### src/rtl/rs_encoder.sv
// rs_encoder: systematic GF(2^8) RS encoder, 16 parity symbols per K_BEATS-beat codeword; RS_ENC_ERR_INJ_EN adds err_mask XOR on data_out
module rs_encoder #(
    parameter int K_BEATS = 14
) (
    input  logic         clk,
    input  logic         rst,
    input  logic [127:0] data_in,
    input  logic         valid_in,
    output logic         ready_in,
    output logic [127:0] data_out,
    output logic         valid_out,
    input  logic         ready_out,
    output logic         last_out
`ifdef RS_ENC_ERR_INJ_EN
    ,
    input  logic [127:0] err_mask
`endif
);
    typedef enum logic {MSG, PAR} state_t;

    function automatic logic [7:0] gf_mul(input logic [7:0] a, input logic [7:0] b);
        logic [7:0] p;
        logic [7:0] x;
        p = '0;
        x = a;
        for (int i = 0; i < 8; i++) begin
            p = b[i] ? p ^ x : p;
            x = {x[6:0], 1'b0} ^ (x[7] ? 8'h1d : 8'h00);
        end
        return p;
    endfunction

    function automatic logic [15:0][7:0] gen_poly();
        logic [16:0][7:0] g;
        logic [7:0]       r;
        g    = '0;
        g[0] = 8'h01;
        r    = 8'h01;
        for (int i = 0; i < 16; i++) begin
            for (int j = 16; j > 0; j--) g[j] = g[j-1] ^ gf_mul(g[j], r);
            g[0] = gf_mul(g[0], r);
            r    = gf_mul(r, 8'h02);
        end
        return g[15:0];
    endfunction

    localparam logic [15:0][7:0] G_LOW = gen_poly();

    function automatic logic [15:0][7:0] mul_g(input logic [7:0] f);
        logic [15:0][7:0] p;
        for (int k = 0; k < 16; k++) p[k] = gf_mul(f, G_LOW[k]);
        return p;
    endfunction

    state_t           state, state_nxt;
    logic [3:0]       cnt;
    logic [15:0][7:0] rem, rem_nxt;
    logic [7:0]       fb;
    logic [127:0]     mask;
    logic             acc, par_ld, free;

`ifdef RS_ENC_ERR_INJ_EN
    assign mask = err_mask;
`else
    assign mask = '0;
`endif

    // one beat = 16 unrolled LFSR division steps, highest-degree symbol first
    always_comb begin
        rem_nxt = rem;
        fb      = '0;
        for (int s = 15; s >= 0; s--) begin
            fb      = data_in[8*s +: 8] ^ rem_nxt[15];
            rem_nxt = {rem_nxt[14:0], 8'h00} ^ mul_g(fb);
        end
    end

    always_comb begin
        free      = !valid_out || ready_out;
        ready_in  = (state == MSG) && free;
        acc       = valid_in && ready_in;
        par_ld    = (state == PAR) && free;
        state_nxt = state == MSG ? ((acc && cnt == 4'(K_BEATS - 1)) ? PAR : MSG)
                                 : (par_ld ? MSG : PAR);
    end

    always_ff @(posedge clk) begin
        if (rst) begin
            state     <= MSG;
            cnt       <= '0;
            rem       <= '0;
            data_out  <= '0;
            valid_out <= 1'b0;
            last_out  <= 1'b0;
        end else begin
            state <= state_nxt;
            if (acc) begin
                data_out  <= data_in ^ mask;
                last_out  <= 1'b0;
                valid_out <= 1'b1;
                rem       <= rem_nxt;
                cnt       <= cnt == 4'(K_BEATS - 1) ? 4'd0 : cnt + 4'd1;
            end else if (par_ld) begin
                data_out  <= rem ^ mask;
                last_out  <= 1'b1;
                valid_out <= 1'b1;
                rem       <= '0;
            end else if (ready_out) begin
                valid_out <= 1'b0;
            end
        end
    end
endmodule

### config.mk
export PLATFORM = sky130hd
export DESIGN_NAME = rs_encoder
export DESIGN_NICKNAME = d
export VERILOG_FILES = /design/src/rtl/rs_encoder.sv
export SDC_FILE = /design/constraint.sdc
export NUM_CORES = 2
export LEC_CHECK = 0
export ABC_AREA = 1
export ABC_CLOCK_PERIOD_IN_PS = 19250
export BUFFER_PORTS_ARGS = -buffer_cell sky130_fd_sc_hd__buf_4
export CORE_MARGIN = 4
export CORE_UTILIZATION = 47
export CTS_CLUSTER_SIZE = 12
export DETAILED_ROUTE_END_ITERATION = 6
export SLEW_MARGIN = 5
export SYNTH_ARGS = -nofsm -noshare
export SYNTH_HDL_FRONTEND = slang
export SYNTH_SLANG_ARGS = --single-unit
### constraint.sdc
create_clock -name clk -period 19.25 [get_ports clk]
set_input_delay 1.925 -clock clk [delete_from_list [all_inputs] [get_ports clk]]
set_output_delay 1.925 -clock clk [all_outputs]
set_load 0.1 [all_outputs]
==> results.json <==
{
  "use_met3_pct": 8.34,
  "final-max-slew-violation-count": 0,
  "initial_core_util_pct": 47.5,
  "h-tree-depth": 2,
  "chipHeight_um": 389,
  "gp_congestion": 1.16,
  "drtIter0Drc": 8141,
  "use_met1_pct": 60.7,
  "grt_pass1_wl_um": 483000,
  "routed_wl_um": 357000,
  "core_area_um2": 144000,
  "cts_sinks": 263,
  "startpoint": "data_in[120]",
  "syn_nets": 8638,
  "rows": 139,
  "clockRootBuffer": "clkbuf_16",
  "endpoint_kind": "flop",
  "syn_inst": 8506,
  "min_delay_path_depth": 2,
  "slew_headroom_pct": 24.8,
  "vias": 65400,
  "r2r_cells": 116,
  "postPlaceCellArea_um2": 80300,
  "io_buffers": 262,
  "place_inst": 11700,
  "slowest_delay_ps": 590,
  "holdBufCountCts": 0,
  "ant_nets": 0,
  "rsz0062_at_grt": "no",
  "skew_ps": 27.2,
  "critical_path_arrival_ps": 19030,
  "antenna_found_initial": 6,
  "synth_area_um2": 68400,
  "hold_viol_final": 0,
  "synth_flop_cell": "dfxtp_1",
  "cts_max_path_buffers": 3,
  "ys_types": 60,
  "post-route-period-util_pct": 96.2,
  "cp_slowest_cell": "xor2_1",
  "cts_made_buffers": 34,
  "status": "complete, no violations",
  "hp-start": "rem[27]$_SDFFE_PP0P_",
  "overflow": 0,
  "synth_seq_cells": 263,
  "fillCellCount": 13800,
  "cp-start-kind": "input port",
  "area_delta_synth_final_pct": 19.9,
  "instances_no_fill": 11800,
  "tritoncts": "done",
  "design_area_um2": 82000,
  "grt_use_total_pct": 45.0,
  "crit_top_cell": "nand2_2",
  "yosysSeqAreaShare_pct": 7.70,
  "cp_max_fo": 16,
  "hold_ws_ps": 466,
  "die_w_um": 389,
  "synth-warning-count": 0,
  "maxCapViolCount": 0,
  "reg2reg_from": "rem[122]$_SDFFE_PP0P_",
  "critical_path_class": "input port to flop",
  "drc_errors": 0,
  "setup_viol_count_final": 0,
  "async_flop_share_pct": 0,
  "timing.final.crit_period_ps": 18520,
  "io_pins": 263,
  "cp_data_required_time_ps": 19760,
  "min_path_type": "flop to flop",
  "path_clk_slew_ps": 60,
  "busiest_layer": "met2",
  "grt_max_degree": 91,
  "drt-pass1-iter-count": 6,
  "drive_gt1_share_pct": 36.9,
  "syn_area_per_cell_um2": 8.04,
  "clk_latency_ps": 600,
  "worst_pin_slew_ps": 1120,
  "clock.fmax_mhz": 54.0,
  "wire_per_inst_um": 30.3,
  "synth-edff-count": 0,
  "grt_use_met2_pct": 68.1,
  "grt_pass1_vias": 61900,
  "die-area_um2": 152000,
  "nets": 9986,
  "via_per_inst": 5.55,
  "dp_hpwl_um": 313000
}
==> kinds of logic after synthesis <==
logic type	after synthesis	synth area share [%]
xor gates and xnor gates	3267	44.4
and+or+nand+nor	3896	38.5
DFF	263	7.70
buffers and inverters	794	6.91
AOI/OAI and AO/OA	286	2.48
==> path summary, 6_finish.rpt <==
kind / end / slack [ps]
min reg2reg: rem[27]$_SDFFE_PP0P_ / 470
max: rem[28]$_SDFFE_PP0P_ / 730
min: rem[27]$_SDFFE_PP0P_ / 470
max reg2reg: rem[28]$_SDFFE_PP0P_ / 1670
==> layer usage <==
layer / vias to the layer above / share of wire [%]
met3: 852 / 10
met1: 31600 / 41
li1: 29000 / -
met5: - / 0.0076
met2: 3938 / 42
met4: 4 / 6.8
==> cell usage after synthesis, types with 3 or more instances <==
cell type | instances | area share, %
a21o_1 | 3 | 0.033
a21oi_1 | 151 | 1.1
a21oi_2 | 4 | 0.051
a31o_2 | 3 | 0.038
buf_1 | 7 | 0.038
buf_12 | 39 | 1.1
buf_2 | 5 | 0.037
buf_4 | 9 | 0.099
buf_6 | 27 | 0.44
buf_8 | 21 | 0.46
bufinv_8 | 8 | 0.20
clkbuf_1 | 67 | 0.37
clkbuf_8 | 22 | 0.44
clkinv_1 | 5 | 0.027
dfxtp_1 | 263 | 7.7
inv_1 | 448 | 2.5
inv_2 | 80 | 0.44
inv_4 | 23 | 0.21
inv_6 | 12 | 0.15
inv_8 | 11 | 0.18
nand2_1 | 1446 | 7.9
nand2_2 | 647 | 5.9
nand2_4 | 578 | 9.5
nand2_8 | 125 | 3.7
nand3_1 | 626 | 4.6
nand3_2 | 293 | 4.3
nand3_4 | 60 | 1.5
nand3b_1 | 16 | 0.18
nand3b_2 | 3 | 0.049
nor2_1 | 31 | 0.17
o211ai_1 | 46 | 0.50
o21ai_0 | 35 | 0.26
o21ai_1 | 13 | 0.095
o221ai_1 | 25 | 0.32
or2_0 | 7 | 0.064
or2_1 | 38 | 0.35
or2_2 | 19 | 0.17
xnor2_1 | 623 | 8.0
xnor2_2 | 14 | 0.33
xnor2_4 | 6 | 0.24
xor2_1 | 2464 | 32
xor2_2 | 129 | 3.1
xor2_4 | 31 | 1.2
==> critical path: cells and delay by family <==
kind,cells,cell delay (ps)
AOI/OAI and AO/OA,1,200
and+or+nand+nor,101,12460
xor gates and xnor gates,7,2120
buffers and inverters,17,2200
==> timing repair <==
action / 4_1_cts / 5_1_grt
resized for setup: 0 / 38
buffers inserted: 0 / 27
endpoints found under the setup margin: 0 / 128
==> per-stage QoR <==
step / worst slack, ps / TNS [ps] / utilization (%)
finish: 733 / 0 / 56.9
global route: 18.2 / 0 / 56.9
CTS: 28.3 / 0 / 56.6
detailed placement: -516 / -4490 / 55.8
global placement: -280 / -410 / 55.8
floorplan: 3520 / 0 / -
==> cell type report <==
| type | count | area (µm²) | area share (%) |
|---|---|---|---|
| clock inverter | 15 | 200 | 0.244 |
| clock buffer | 46 | 976 | 1.19 |
| inverter | 591 | 2580 | 3.14 |
| sequential | 263 | 5270 | 6.42 |
| timing repair buffer | 1515 | 11900 | 14.6 |
| multi-input combinational | 7449 | 58600 | 71.5 |
| antenna | 2 | 5.00 | 0.00611 |
| tap | 1903 | 2380 | 2.90 |
==> cell usage in the layout (no fill, tap or decap), types with 5 or more instances in the layout <==
cell / Yosys / layout
xor2_1: 2464 / 2461
buf_4: 9 / 1469
nand2_1: 1446 / 1440
nand2_2: 647 / 640
nand3_1: 626 / 624
xnor2_1: 623 / 623
nand2_4: 578 / 580
inv_1: 448 / 448
nand3_2: 293 / 295
dfxtp_1: 263 / 263
a21oi_1: 151 / 151
nand2_8: 125 / 136
xor2_2: 129 / 131
inv_2: 80 / 77
nand3_4: 60 / 60
o211ai_1: 46 / 46
buf_12: 39 / 45
or2_1: 38 / 38
o21ai_0: 35 / 35
clkbuf_16: 0 / 34
xor2_4: 31 / 32
nor2_1: 31 / 30
inv_4: 23 / 25
o221ai_1: 25 / 25
or2_2: 19 / 19
inv_6: 12 / 17
nand3b_1: 16 / 16
xnor2_2: 14 / 13
o21ai_1: 13 / 13
inv_8: 11 / 12
bufinv_8: 8 / 8
clkbuf_8: 22 / 8
xnor2_4: 6 / 7
or2_0: 7 / 7
clkinv_2: 1 / 5
==> state kept, by name, summed over array words and instances, names as in the netlist <==
| signal | cells |
|---|---|
| data_out | 128 |
| rem | 128 |
| cnt | 4 |
| last_out | 1 |
| state | 1 |
| valid_out | 1 |
Power is left out: the tool's default activity adds up to more than one toggle a clock period on the data nets, which glitch-free logic cannot reach.
